$ cat src/rtl/hit_resolver.sv
// Target-grid hit filter: owns the alive mask, retires the projectile through a
// level kill handshake, keeps a saturating score and flags wave completion.
module hit_resolver #(
    parameter int GRID_ROWS     = 3,
    parameter int GRID_COLS     = 8,
    parameter int SCORE_PER_HIT = 10,
    parameter int SCORE_W       = 16
) (
    input  logic                           i_clk,
    input  logic                           i_rst,
    input  logic                           i_collision_detected,
    input  logic [2:0]                     i_hit_row,
    input  logic [3:0]                     i_hit_col,
    input  logic                           i_obj1_active,
    input  logic                           i_wave_start,
    input  logic                           i_score_clear,
    input  logic [2:0]                     i_query_row,
    input  logic [3:0]                     i_query_col,
    output logic                           o_query_alive,
    output logic [GRID_ROWS*GRID_COLS-1:0] o_alive_mask,
    output logic [4:0]                     o_alive_count,
    output logic                           o_hit_valid,
    output logic [2:0]                     o_hit_row,
    output logic [3:0]                     o_hit_col,
    output logic                           o_obj1_kill,
    output logic [SCORE_W-1:0]             o_score,
    output logic                           o_wave_cleared
);
    localparam int CELLS = GRID_ROWS * GRID_COLS;
    localparam int IDX_W = (CELLS > 1) ? $clog2(CELLS) : 1;

    typedef enum logic [1:0] {ARMED, RELEASE, CLEARED} state_t;

    state_t               r_state, w_state_nxt;
    logic [CELLS-1:0]     r_mask;
    logic [4:0]           r_count;
    logic [SCORE_W-1:0]   r_score;
    logic                 r_hit_valid;
    logic [2:0]           r_hit_row;
    logic [3:0]           r_hit_col;
    logic                 r_kill, w_kill_nxt;

    logic                 w_hit_in, w_hit_alive, w_accept;
    logic [IDX_W-1:0]     w_hit_idx;
    logic                 w_q_in;
    logic [IDX_W-1:0]     w_q_idx;
    logic [SCORE_W:0]     w_score_sum;
    logic [SCORE_W-1:0]   w_score_inc;

    assign w_hit_in  = (int'(i_hit_row) < GRID_ROWS) && (int'(i_hit_col) < GRID_COLS);
    assign w_hit_idx = IDX_W'(int'(i_hit_row) * GRID_COLS + int'(i_hit_col));
    assign w_q_in    = (int'(i_query_row) < GRID_ROWS) && (int'(i_query_col) < GRID_COLS);
    assign w_q_idx   = IDX_W'(int'(i_query_row) * GRID_COLS + int'(i_query_col));

    // Range is checked before indexing so out-of-grid coordinates never alias a live cell.
    always_comb begin
        w_hit_alive = 1'b0;
        if (w_hit_in)
            w_hit_alive = r_mask[w_hit_idx];
        o_query_alive = 1'b0;
        if (w_q_in)
            o_query_alive = r_mask[w_q_idx];
    end

    assign w_accept = (r_state == ARMED) && i_collision_detected && i_obj1_active
                      && w_hit_alive && !i_wave_start;

    assign w_score_sum = {1'b0, r_score} + (SCORE_W+1)'(SCORE_PER_HIT);
    assign w_score_inc = w_score_sum[SCORE_W] ? {SCORE_W{1'b1}} : w_score_sum[SCORE_W-1:0];

    always_comb begin
        w_state_nxt = r_state;
        w_kill_nxt  = r_kill;
        if (i_wave_start) begin
            w_state_nxt = ARMED;
            w_kill_nxt  = 1'b0;
        end else begin
            case (r_state)
                ARMED: begin
                    if (w_accept) begin
                        w_kill_nxt  = 1'b1;
                        w_state_nxt = (r_count == 5'd1) ? CLEARED : RELEASE;
                    end
                end
                RELEASE: begin
                    if (!i_obj1_active) begin
                        w_state_nxt = ARMED;
                        w_kill_nxt  = 1'b0;
                    end
                end
                CLEARED: begin
                    if (!i_obj1_active)
                        w_kill_nxt = 1'b0;
                end
                default: begin
                    w_state_nxt = ARMED;
                    w_kill_nxt  = 1'b0;
                end
            endcase
        end
    end

    always_ff @(posedge i_clk or posedge i_rst) begin
        if (i_rst) begin
            r_state     <= ARMED;
            r_kill      <= 1'b0;
            r_mask      <= {CELLS{1'b1}};
            r_count     <= 5'(CELLS);
            r_score     <= '0;
            r_hit_valid <= 1'b0;
            r_hit_row   <= '0;
            r_hit_col   <= '0;
        end else begin
            r_state     <= w_state_nxt;
            r_kill      <= w_kill_nxt;
            r_hit_valid <= w_accept;
            if (i_wave_start) begin
                r_mask  <= {CELLS{1'b1}};
                r_count <= 5'(CELLS);
            end else if (w_accept) begin
                r_mask[w_hit_idx] <= 1'b0;
                r_count           <= r_count - 5'd1;
                r_hit_row         <= i_hit_row;
                r_hit_col         <= i_hit_col;
            end
            // A clear coincident with a hit leaves exactly one hit's worth of score.
            if (i_score_clear)
                r_score <= w_accept ? SCORE_W'(SCORE_PER_HIT) : '0;
            else if (w_accept)
                r_score <= w_score_inc;
        end
    end

    assign o_alive_mask   = r_mask;
    assign o_alive_count  = r_count;
    assign o_hit_valid    = r_hit_valid;
    assign o_hit_row      = r_hit_row;
    assign o_hit_col      = r_hit_col;
    assign o_obj1_kill    = r_kill;
    assign o_score        = r_score;
    assign o_wave_cleared = (r_state == CLEARED);
endmodule
$ cat config.mk
export PLATFORM = sky130hd
export DESIGN_NAME = hit_resolver
export DESIGN_NICKNAME = d
export VERILOG_FILES = /design/src/rtl/hit_resolver.sv
export SDC_FILE = /design/constraint.sdc
export NUM_CORES = 1
export LEC_CHECK = 0
export CAP_MARGIN = 20
export CORE_MARGIN = 4
export CORE_UTILIZATION = 30
export CTS_BUF_LIST = sky130_fd_sc_hd__clkbuf_4 sky130_fd_sc_hd__clkbuf_8
export DETAILED_ROUTE_END_ITERATION = 10
export GPL_ROUTABILITY_DRIVEN = 0
export GPL_TIMING_DRIVEN = 0
export PLACE_DENSITY = 0.51
export SYNTH_ARGS = -nofsm -noshare
export SYNTH_HDL_FRONTEND = slang
export SYNTH_SLANG_ARGS = --single-unit
$ cat constraint.sdc
create_clock -name i_clk -period 3 [get_ports i_clk]
set_clock_uncertainty 0.05 [all_clocks]
set_input_delay 0.6 -clock i_clk [delete_from_list [all_inputs] [get_ports i_clk]]
set_output_delay 0.6 -clock i_clk [all_outputs]
set_load 0.01 [all_outputs]
==> run summary, run 1 <==
met1 usage: 21.47%
overall routing resource usage: 14.90%
Seq/Total Area, Yosys: 46.83%
Post-synth top flop: dfrtp_1
final net count: 388
DR WL/cell: 17.44 um
crit path launch type: input pin
detail-routed via count per cell: 5.162
synth warn: 0
Initial Util: 31.04%
fin. max-slew vios: 0
Post-synth EDFFs: 0
initial drt markers: 104
Max Cap Viol: 0
met3 Use GR: 2.487%
Arr. time, crit path: 2.20 ns
CTS tree: done
final setup fails: 0
type of the worst setup path: in -> out
H-Tree Depth: 2
Worst Path Required: 2.35 ns
CTS Sinks: 56
Root Driver: clkbuf_8
synth unique cells: 50
Hold WS: 0.4613 ns
Tcrit/Tclk final: 95.06%
Multi-input gate area: 1585 um2
crit-path max cell delay: 0.57 ns
largest family of logic cells by synthesized area: compound AO/OA/AOI/OAI gates
HPWL after detailed placement: 6336 um
number of CTS-inserted buffers: 5
Post-synth ARST share: 100.0%
antenna violations before repair: 0
slack of the critical path: 0.1483 ns
compound-gate portion of the synthesized area: 17.12%
syn avg cell area: 10.97 um2
placed cell areas: 3969 um2
post-synthesis simple-gate area fraction: 16.10%
fin util: 42.17%
Mapped Cells: 279
Synth Area in XOR/XNOR: 1.144%
HP Class: reg -> reg
finished layout cell area: 4160 um2
most common cell after layout, fill and taps aside: clkdlybuf4s50_1
CP Capture Type: primary output
crit-path max FO: 6
most used cell, CP: mux4_2
core area: 9864 um2
Overflow after GRT: 0
Vias: 2550
die area: 11890 um2
met2 Use GR: 23.33%
die extent in x: 109.0 um
VDD IR max: 150.9 uV
area leader, netlist: dfrtp_1
layout cells sized above 1: 22.16%
mapped cell area: 3062 um2
synthesis-to-layout area growth: 35.88%
Seq cells post-synth: 56
post-synth top area share: 24.52%
RSZ-0062 raised after global routing: no
leakage power: 1.628 nW
fin crit period: 2.852 ns
multiplexer area fraction after synthesis: 11.97%
vias in the first global route: 2550
Syn Nets: 307
commonest non-fill, non-tap cells in the layout: clkdlybuf4s50_1, nor2_1, a21oi_1, dfrtp_1, dfstp_2
Place WS: -0.6360 ns
Fill cells: 975
drt total wl: 8617 um
Synth Area in Adders: 3.269%
CP max stage cell: mux4_2
Slew HR: 55.67%
synth top area cells: dfrtp_1, dfstp_2, mux4_2, a21oi_1, nor2_1
Die Span Y: 109.0 um
Clock Latency Late Sink: 0.32 ns
status: finished clean
largest net degree at the start of global routing: 35
Hold Violations, Final: 0
ANT cells: 0
DRT antenna net count: 0
# DRC: 0
I/O pin count: 76
PD cells: 366.1 nW/um2
worst-margin pin slew: 0.6594 ns
number of port buffers: 72
Max Fclk: 350.7 MHz
CP cell instances: clkbuf_2 -> mux4_2 -> mux4_2 -> o211a_1 -> buf_2
register cell area after layout: 1434 um2
first-pass GRT wire length: 13790 um
Clock Path Buffers: 2
1st-pass router iterations: 6
Clock transition at path regs: 0.10 ns
# rows: 36
grt peak-use layer: met2
[power by group]
part	total [mW]	internal [mW]	switching (mW)
clock network	0.509	0.248	0.262
registers	0.791	0.777	0.0138
logic	0.223	0.108	0.115
[sequential cells by signal (all words and copies together) (netlist names)]
| register | flops |
|---|---|
| o_alive_count | 5 |
| o_hit_col | 4 |
| o_alive_mask | 24 |
| o_obj1_kill | 1 |
| o_score | 16 |
| o_hit_row | 3 |
| r_state | 2 |
| o_hit_valid | 1 |
[path summary, 6_finish.rpt]
path | startpoint | to | slack (ns) | cells past startpoint
setup reg to reg | o_score[3] | o_score[4] | 0.47 | 6
min in group asynchronous | i_rst | o_hit_row[2] | 0.58 | 2
max in group asynchronous | i_rst | o_alive_mask[20] | 1.70 | 3
setup / recovery | i_query_col[0] | o_query_alive | 0.15 | 5
hold reg to reg | o_hit_row[2] | o_hit_row[2] | 0.46 | 1
hold / removal | o_hit_row[2] | o_hit_row[2] | 0.46 | 1
[logic make-up (layout without fill, tap and decap cells)]
group,Yosys count,after routing
buf+inv,22,104
flops,56,56
simple gates,92,92
mux,19,19
fa+ha+maj,8,8
xor+xnor,4,4
compound gates,78,78
[synthesized netlist by cell type (all sizes together), types with 2 or more instances]
| library cell | n |
|---|---|
| o2bb2ai | 2 |
| nand4b | 5 |
| nor3 | 5 |
| nor2b | 6 |
| nand4 | 5 |
| a31oi | 3 |
| xor2 | 2 |
| o21ai | 3 |
| a21o | 4 |
| nand3 | 3 |
| nor2 | 39 |
| a211oi | 10 |
| a21boi | 2 |
| dfstp | 26 |
| mux4 | 13 |
| o211a | 2 |
| and4 | 2 |
| a41oi | 3 |
| nand2b | 3 |
| buf | 7 |
| and3 | 5 |
| a311oi | 4 |
| a31o | 2 |
| a41o | 2 |
| xnor2 | 2 |
| clkbuf | 9 |
| nand2 | 10 |
| a21oi | 38 |
| inv | 6 |
| dfrtp | 30 |
| ha | 8 |
| and3b | 2 |
| mux2 | 5 |
[worst max-delay path, delay by kind of cell]
family	cells	cell delay [ns]
multiplexers	2	1.03
buffers and inverters	2	0.36
AO/OA/AOI/OAI	1	0.21
[cell type report]
type | count | area share, %
clock inverters | 3 | 1.023
inverters | 6 | 0.5414
clock buffers | 5 | 1.654
well taps | 133 | 4.000
repair buffers | 75 | 18.20
flip-flops and latches | 56 | 34.47
multi-input cells | 201 | 38.11
plain buffers | 15 | 2.015
[per-layer routing]
layer / wire length (um) / vias up
met1: 4090 / 1260
met5: 0 / -
met4: 97 / 0
met3: 449 / 5
li1: - / 1213
met2: 3980 / 72
[per-stage QoR]
stage	power [mW]	TNS, ns	std cells
after floorplan	0.9115	0	279
after global placement	1.014	-34.07	484
after detailed placement	1.019	-28.39	485
after CTS	1.537	0	495
after global routing	1.592	0	494
final	1.523	0	494
[repair_timing]
action,in CTS,in global routing
buffers inserted,2,0
hold buffers,0,0
gates resized for setup,11,9
pin swaps,3,1
setup endpoints to repair,53,24
Note: power is estimated with default switching activity, not from simulation.
==> inputs of run 2 (changes only) <==
--- a/config.mk
+++ b/config.mk
@@ -13,6 +13,7 @@
 export GPL_ROUTABILITY_DRIVEN = 0
 export GPL_TIMING_DRIVEN = 0
 export PLACE_DENSITY = 0.51
+export SKIP_CTS_REPAIR_TIMING = 1
 export SYNTH_ARGS = -nofsm -noshare
 export SYNTH_HDL_FRONTEND = slang
 export SYNTH_SLANG_ARGS = --single-unit
==> run 2 against run 1 <==
Register-to-register slack worse by 0.03 ns. Global-route usage down 0.063 points. Die area unchanged. Sequential share of layout area down 0.12 points. Setup slack worse by 0.076 ns. Routed wire length up 0.81%. Sequential power about the same. Via count up 0.35%. Final cell count up 0.20%. Cell area up 0.36%. Worst hold slack about the same. Largest power group unchanged.
==> run summary, run 2 (same netlist as run 1, synthesis figures left out) <==
finished layout cell area: 4175 um2
first-pass GRT wire length: 13720 um
commonest non-fill, non-tap cells in the layout: clkdlybuf4s50_1, nor2_1, a21oi_1, dfrtp_1, dfstp_2
status: finished clean
Root Driver: clkbuf_8
Initial Util: 31.04%
layout cells sized above 1: 21.82%
drt total wl: 8687 um
crit-path max FO: 8
DRT antenna net count: 0
I/O pin count: 76
initial drt markers: 75
Worst Path Required: 3.18 ns
synthesis-to-layout area growth: 36.37%
Hold Path Origin: o_hit_row[2]
Arr. time, crit path: 3.11 ns
Tcrit/Tclk final: 97.58%
die area: 11890 um2
die extent in x: 109.0 um
Max Cap Viol: 0
vias in the first global route: 2541
CP max stage cell: clkdlybuf4s50_1
Max Fclk: 341.6 MHz
fin util: 42.33%
DR WL/cell: 17.55 um
grt peak-use layer: met2
worst-margin pin slew: 0.6946 ns
final setup fails: 0
fin. max-slew vios: 0
Hold WS: 0.4614 ns
crit path launch type: input pin
met2 Use GR: 23.29%
HP Class: reg -> reg
delay-heaviest family, CP: simple AND/OR/NAND/NOR gates
Fill cells: 972
critical path startpoint: i_hit_row[0]
Clock transition at path regs: 0.10 ns
CTS Sinks: 56
overall routing resource usage: 14.84%
Vias: 2559
Die Span Y: 109.0 um
ANT cells: 0
Overflow after GRT: 0
CP cell instances: clkdlybuf4s50_1 -> ha_2 -> nor2b_1 -> nand3_1 -> and4_4 -> a211oi_4 -> buf_4 -> nor3b_4 -> a21oi_1
H-Tree Depth: 2
most common cell after layout, fill and taps aside: clkdlybuf4s50_1
RR Startpoint: o_score[3]
Crit path buffers/inverters: 2
1st-pass router iterations: 4
fin crit period: 2.927 ns
met3 Use GR: 2.487%
PD cells: 365.1 nW/um2
crit-path max cell delay: 0.54 ns
# rows: 36
number of port buffers: 72
CP Capture Type: flip-flop
type of the worst setup path: in -> reg
detail-routed via count per cell: 5.170
HPWL after detailed placement: 6336 um
leakage power: 1.652 nW
Clock Path Buffers: 2
final net count: 389
core area: 9864 um2
max reg flops: 24
placed cell areas: 3969 um2
antenna violations before repair: 0
Slew HR: 53.31%
Hold Violations, Final: 0
number of CTS-inserted buffers: 5
largest net degree at the start of global routing: 35
# DRC: 0
VDD IR max: 151.4 uV
Clock Latency Late Sink: 0.32 ns
CTS tree: done
met1 usage: 21.32%
## run 2: cell types whose count changed in the layout (fill, tap and decap cells not counted)
cell	before	now
dlymetal6s2s_1	3	5
buf_2	4	3
clkbuf_1	7	8
dlygate4sd2_1	1	0
## run 2: power breakdown
part,switching [mW],internal [mW]
logic,0.116,0.109
clock network,0.261,0.248
registers,0.0139,0.777
## run 2: final timing paths
check | endpoint | slack (ns) | cells past startpoint
min in group asynchronous | o_hit_row[2] | 0.58 | 2
worst max register to register | o_score[4] | 0.44 | 6
worst max-delay path | o_alive_mask[20] | 0.07 | 9
worst min register to register | o_hit_row[2] | 0.46 | 1
max in group asynchronous | o_alive_mask[20] | 1.69 | 3
worst min-delay path | o_hit_row[2] | 0.46 | 1
## run 2: worst register-to-register path: stages, from the launching register on
cell,delay [ns]
dfrtp_1,0.49
a21oi_1,0.13
nor4_2,0.67
nand4_1,0.41
and2_1,0.28
buf_2,0.18
a311oi_1,0.27
## run 2: routing by layer
layer  vias up  part of all wire (%)
met5         -                     0
met4         0                   1.1
met3         5                   4.5
met2        54                    46
met1      1292                    48
li1       1208                     -
## run 2: area by class of cell
cell class	instances	area [um2]	share of cell area [%]
clock buffers	5	68.82	1.648
multi-input cells	201	1585	37.97
clock inverters	3	42.54	1.019
inverters	6	22.52	0.5394
plain buffers	16	87.58	2.098
repair buffers	75	768.2	18.40
well taps	133	166.4	3.986
flip-flops and latches	56	1434	34.34
## run 2: through the flow
step / setup slack (ns) / instances / TNS, ns / power (mW)
6_report: 0.07258 / 495 / 0 / 1.524
2_1_floorplan: 0.1824 / 279 / 0 / 0.9115
5_1_grt: -0.005684 / 495 / -0.01213 / 1.594
3_3_place_gp: -0.6731 / 484 / -34.07 / 1.014
4_1_cts: -0.4588 / 493 / -9.623 / 1.534
3_5_place_dp: -0.6360 / 485 / -28.39 / 1.019
==> inputs of run 3 (changes only) <==
--- a/config.mk
+++ b/config.mk
@@ -5,14 +5,16 @@
 export SDC_FILE = /design/constraint.sdc
 export NUM_CORES = 1
 export LEC_CHECK = 0
+export ABC_AREA = 1
 export CAP_MARGIN = 20
 export CORE_MARGIN = 4
 export CORE_UTILIZATION = 30
 export CTS_BUF_LIST = sky130_fd_sc_hd__clkbuf_4 sky130_fd_sc_hd__clkbuf_8
 export DETAILED_ROUTE_END_ITERATION = 10
 export GPL_ROUTABILITY_DRIVEN = 0
-export GPL_TIMING_DRIVEN = 0
-export PLACE_DENSITY = 0.51
+export GPL_TIMING_DRIVEN = 1
+export MAX_ROUTING_LAYER = met4
+export PLACE_DENSITY = 0.5
 export SKIP_CTS_REPAIR_TIMING = 1
 export SYNTH_ARGS = -nofsm -noshare
 export SYNTH_HDL_FRONTEND = slang
==> run 3 against run 2 <==
Synthesized cell count up 69%. Utilization down 1.6 points. Fmax up 6.4%. Sequential power up 4.6%. Cell area up 5.8%. Synthesized area up 8.9%. Routed wire length up 17%. Count of clock-buffer cells in the layout up 3. Global-route usage up 1.6 points. First-iteration DRC count up 59%. Non-clock buffer count down 3. Register-to-register slack better by 0.57 ns. Critical path type is now in -> out. Critical endpoint is now o_query_alive. Highest routed layer unchanged.
==> run summary, run 3 <==
reg2reg end: o_score[6]
crit-path max FO: 6
critical path startpoint: i_query_col[0]
Place WS: -0.1405 ns
Syn Nets: 500
Die Span Y: 113.4 um
mapped cell area: 3333 um2
finished layout cell area: 4419 um2
Hold EP: o_hit_col[3]
Fill cells: 1155
Clock Path Buffers: 2
largest net degree at the start of global routing: 57
CTS Sinks: 56
fin crit period: 2.752 ns
slack of the critical path: 0.2478 ns
post-synth top area share: 22.52%
Hold Violations, Final: 0
syn avg cell area: 7.062 um2
Hold Path Depth: 2
most common cell after layout, fill and taps aside: nand2_1
DR WL/cell: 14.62 um
I/O pin count: 76
layout cells sized above 1: 10.11%
Clock transition at path regs: 0.10 ns
drt total wl: 10140 um
synth warn: 0
area leader, netlist: dfrtp_1
RSZ-0062 raised after global routing: no
DRT antenna net count: 0
final setup fails: 0
leakage power: 2.039 nW
1st-pass router iterations: 5
RR Startpoint: o_alive_mask[19]
Post-synth EDFFs: 0
placed cell areas: 4313 um2
Clock Latency Late Sink: 0.31 ns
Vias: 3363
ANT cells: 0
Overflow after GRT: 0
Post-synth top flop: dfrtp_1
Hold Path Origin: o_hit_col[3]
synth top area cells: dfrtp_1, dfstp_2, nand2_1, nor2_1, nand3_1
detail-routed via count per cell: 4.846
core area: 10840 um2
final net count: 581
Seq/Total Area, Yosys: 43.02%
overall routing resource usage: 16.46%
worst-margin pin slew: 0.5232 ns
commonest non-fill, non-tap cells in the layout: nand2_1, nor2_1, clkdlybuf4s50_1, inv_1, nand3_1
synthesis-to-layout area growth: 32.58%
crit path launch type: input pin
Root Driver: clkbuf_8
synth unique cells: 31
Initial Util: 30.75%
type of the worst setup path: in -> out
initial drt markers: 119
VDD IR max: 174.7 uV
Slew HR: 65.07%
Tcrit/Tclk final: 91.74%
HPWL after detailed placement: 7316 um
vias in the first global route: 3308
Post-synth ARST share: 100.0%
H-Tree Depth: 2
die area: 12860 um2
PD cells: 370.9 nW/um2
flop2flop setup slack: 1.01 ns
Max Fclk: 363.3 MHz
# rows: 38
most common cell in the netlist: nand2_1
Arr. time, crit path: 2.10 ns
worst r2r path cells: 12
status: finished clean
most frequent cells after synthesis: nand2_1, nor2_1, inv_1
Mapped Cells: 472
Seq cells post-synth: 56
# DRC: 0
number of CTS-inserted buffers: 5
CP Capture Type: primary output
CTS tree: done
fin. max-slew vios: 0
antenna violations before repair: 0
max reg flops: 24
number of port buffers: 75
Worst Path Required: 2.35 ns
first-pass GRT wire length: 16740 um
die extent in x: 113.4 um
Max Cap Viol: 0
HP Class: reg -> reg
run 3: where the power goes:
part           switching, mW  total (mW)  internal [mW]
combinational          0.193       0.351          0.157
clock                  0.254       0.461          0.208
sequential            0.0288       0.827          0.798
total                  0.476        1.64           1.16
run 3: per-stage QoR:
step,instances,hold WS (ns),power (mW),util (%),TNS (ns)
finish,694,0.4281,1.639,40.77,0
global route,694,0.4691,1.743,40.77,0
CTS,694,0.4357,1.660,40.69,-0.1513
detailed placement,686,0.4056,1.196,39.79,-0.1405
global placement,686,0.4020,1.193,39.79,-0.08946
floorplan,472,0.4170,1.034,-,0
run 3: final cells by class:
| class | instances | area [um2] | area share (%) |
|---|---|---|---|
| Timing Repair Buffer | 88 | 882.1 | 19.96 |
| Tap cell | 140 | 175.2 | 3.964 |
| Clock buffer | 8 | 97.59 | 2.208 |
| Inverter | 45 | 168.9 | 3.822 |
| Multi-Input combinational cell | 357 | 1662 | 37.60 |
| Sequential cell | 56 | 1434 | 32.45 |
run 3: logic make-up after synthesis:
family	share of synthesized area, %
buf+inv	7.132
compound gates	12.80
simple gates	31.94
fa+ha+maj	3.003
flops	43.02
xor+xnor	2.102
run 3: how the worst max path moves through the flow:
stage | to | slack, ns | cells past startpoint
after floorplan | o_query_alive | 0.88 | 7
after global placement | o_query_alive | -0.09 | 10
after detailed placement | o_query_alive | -0.14 | 10
after CTS | o_query_alive | -0.15 | 10
after global routing | o_score[1] | 0.07 | 14
final | o_query_alive | 0.25 | 8
run 3: worst max-delay path, stage by stage:
cell	delay (ns)
clkdlybuf4s50_1	0.50
clkinv_1	0.14
buf_4	0.18
o21ai_0	0.15
o22ai_1	0.10
o211ai_1	0.17
a21oi_1	0.09
dlymetal6s2s_1	0.17
run 3: layer usage:
layer,vias to the layer above,GRT usage [%],share of wire (%)
met1,1576,22.03,47
met2,95,26.15,47
met5,-,-,0
met3,10,2.865,4.7
li1,1682,-,-
met4,0,3.926,1.4
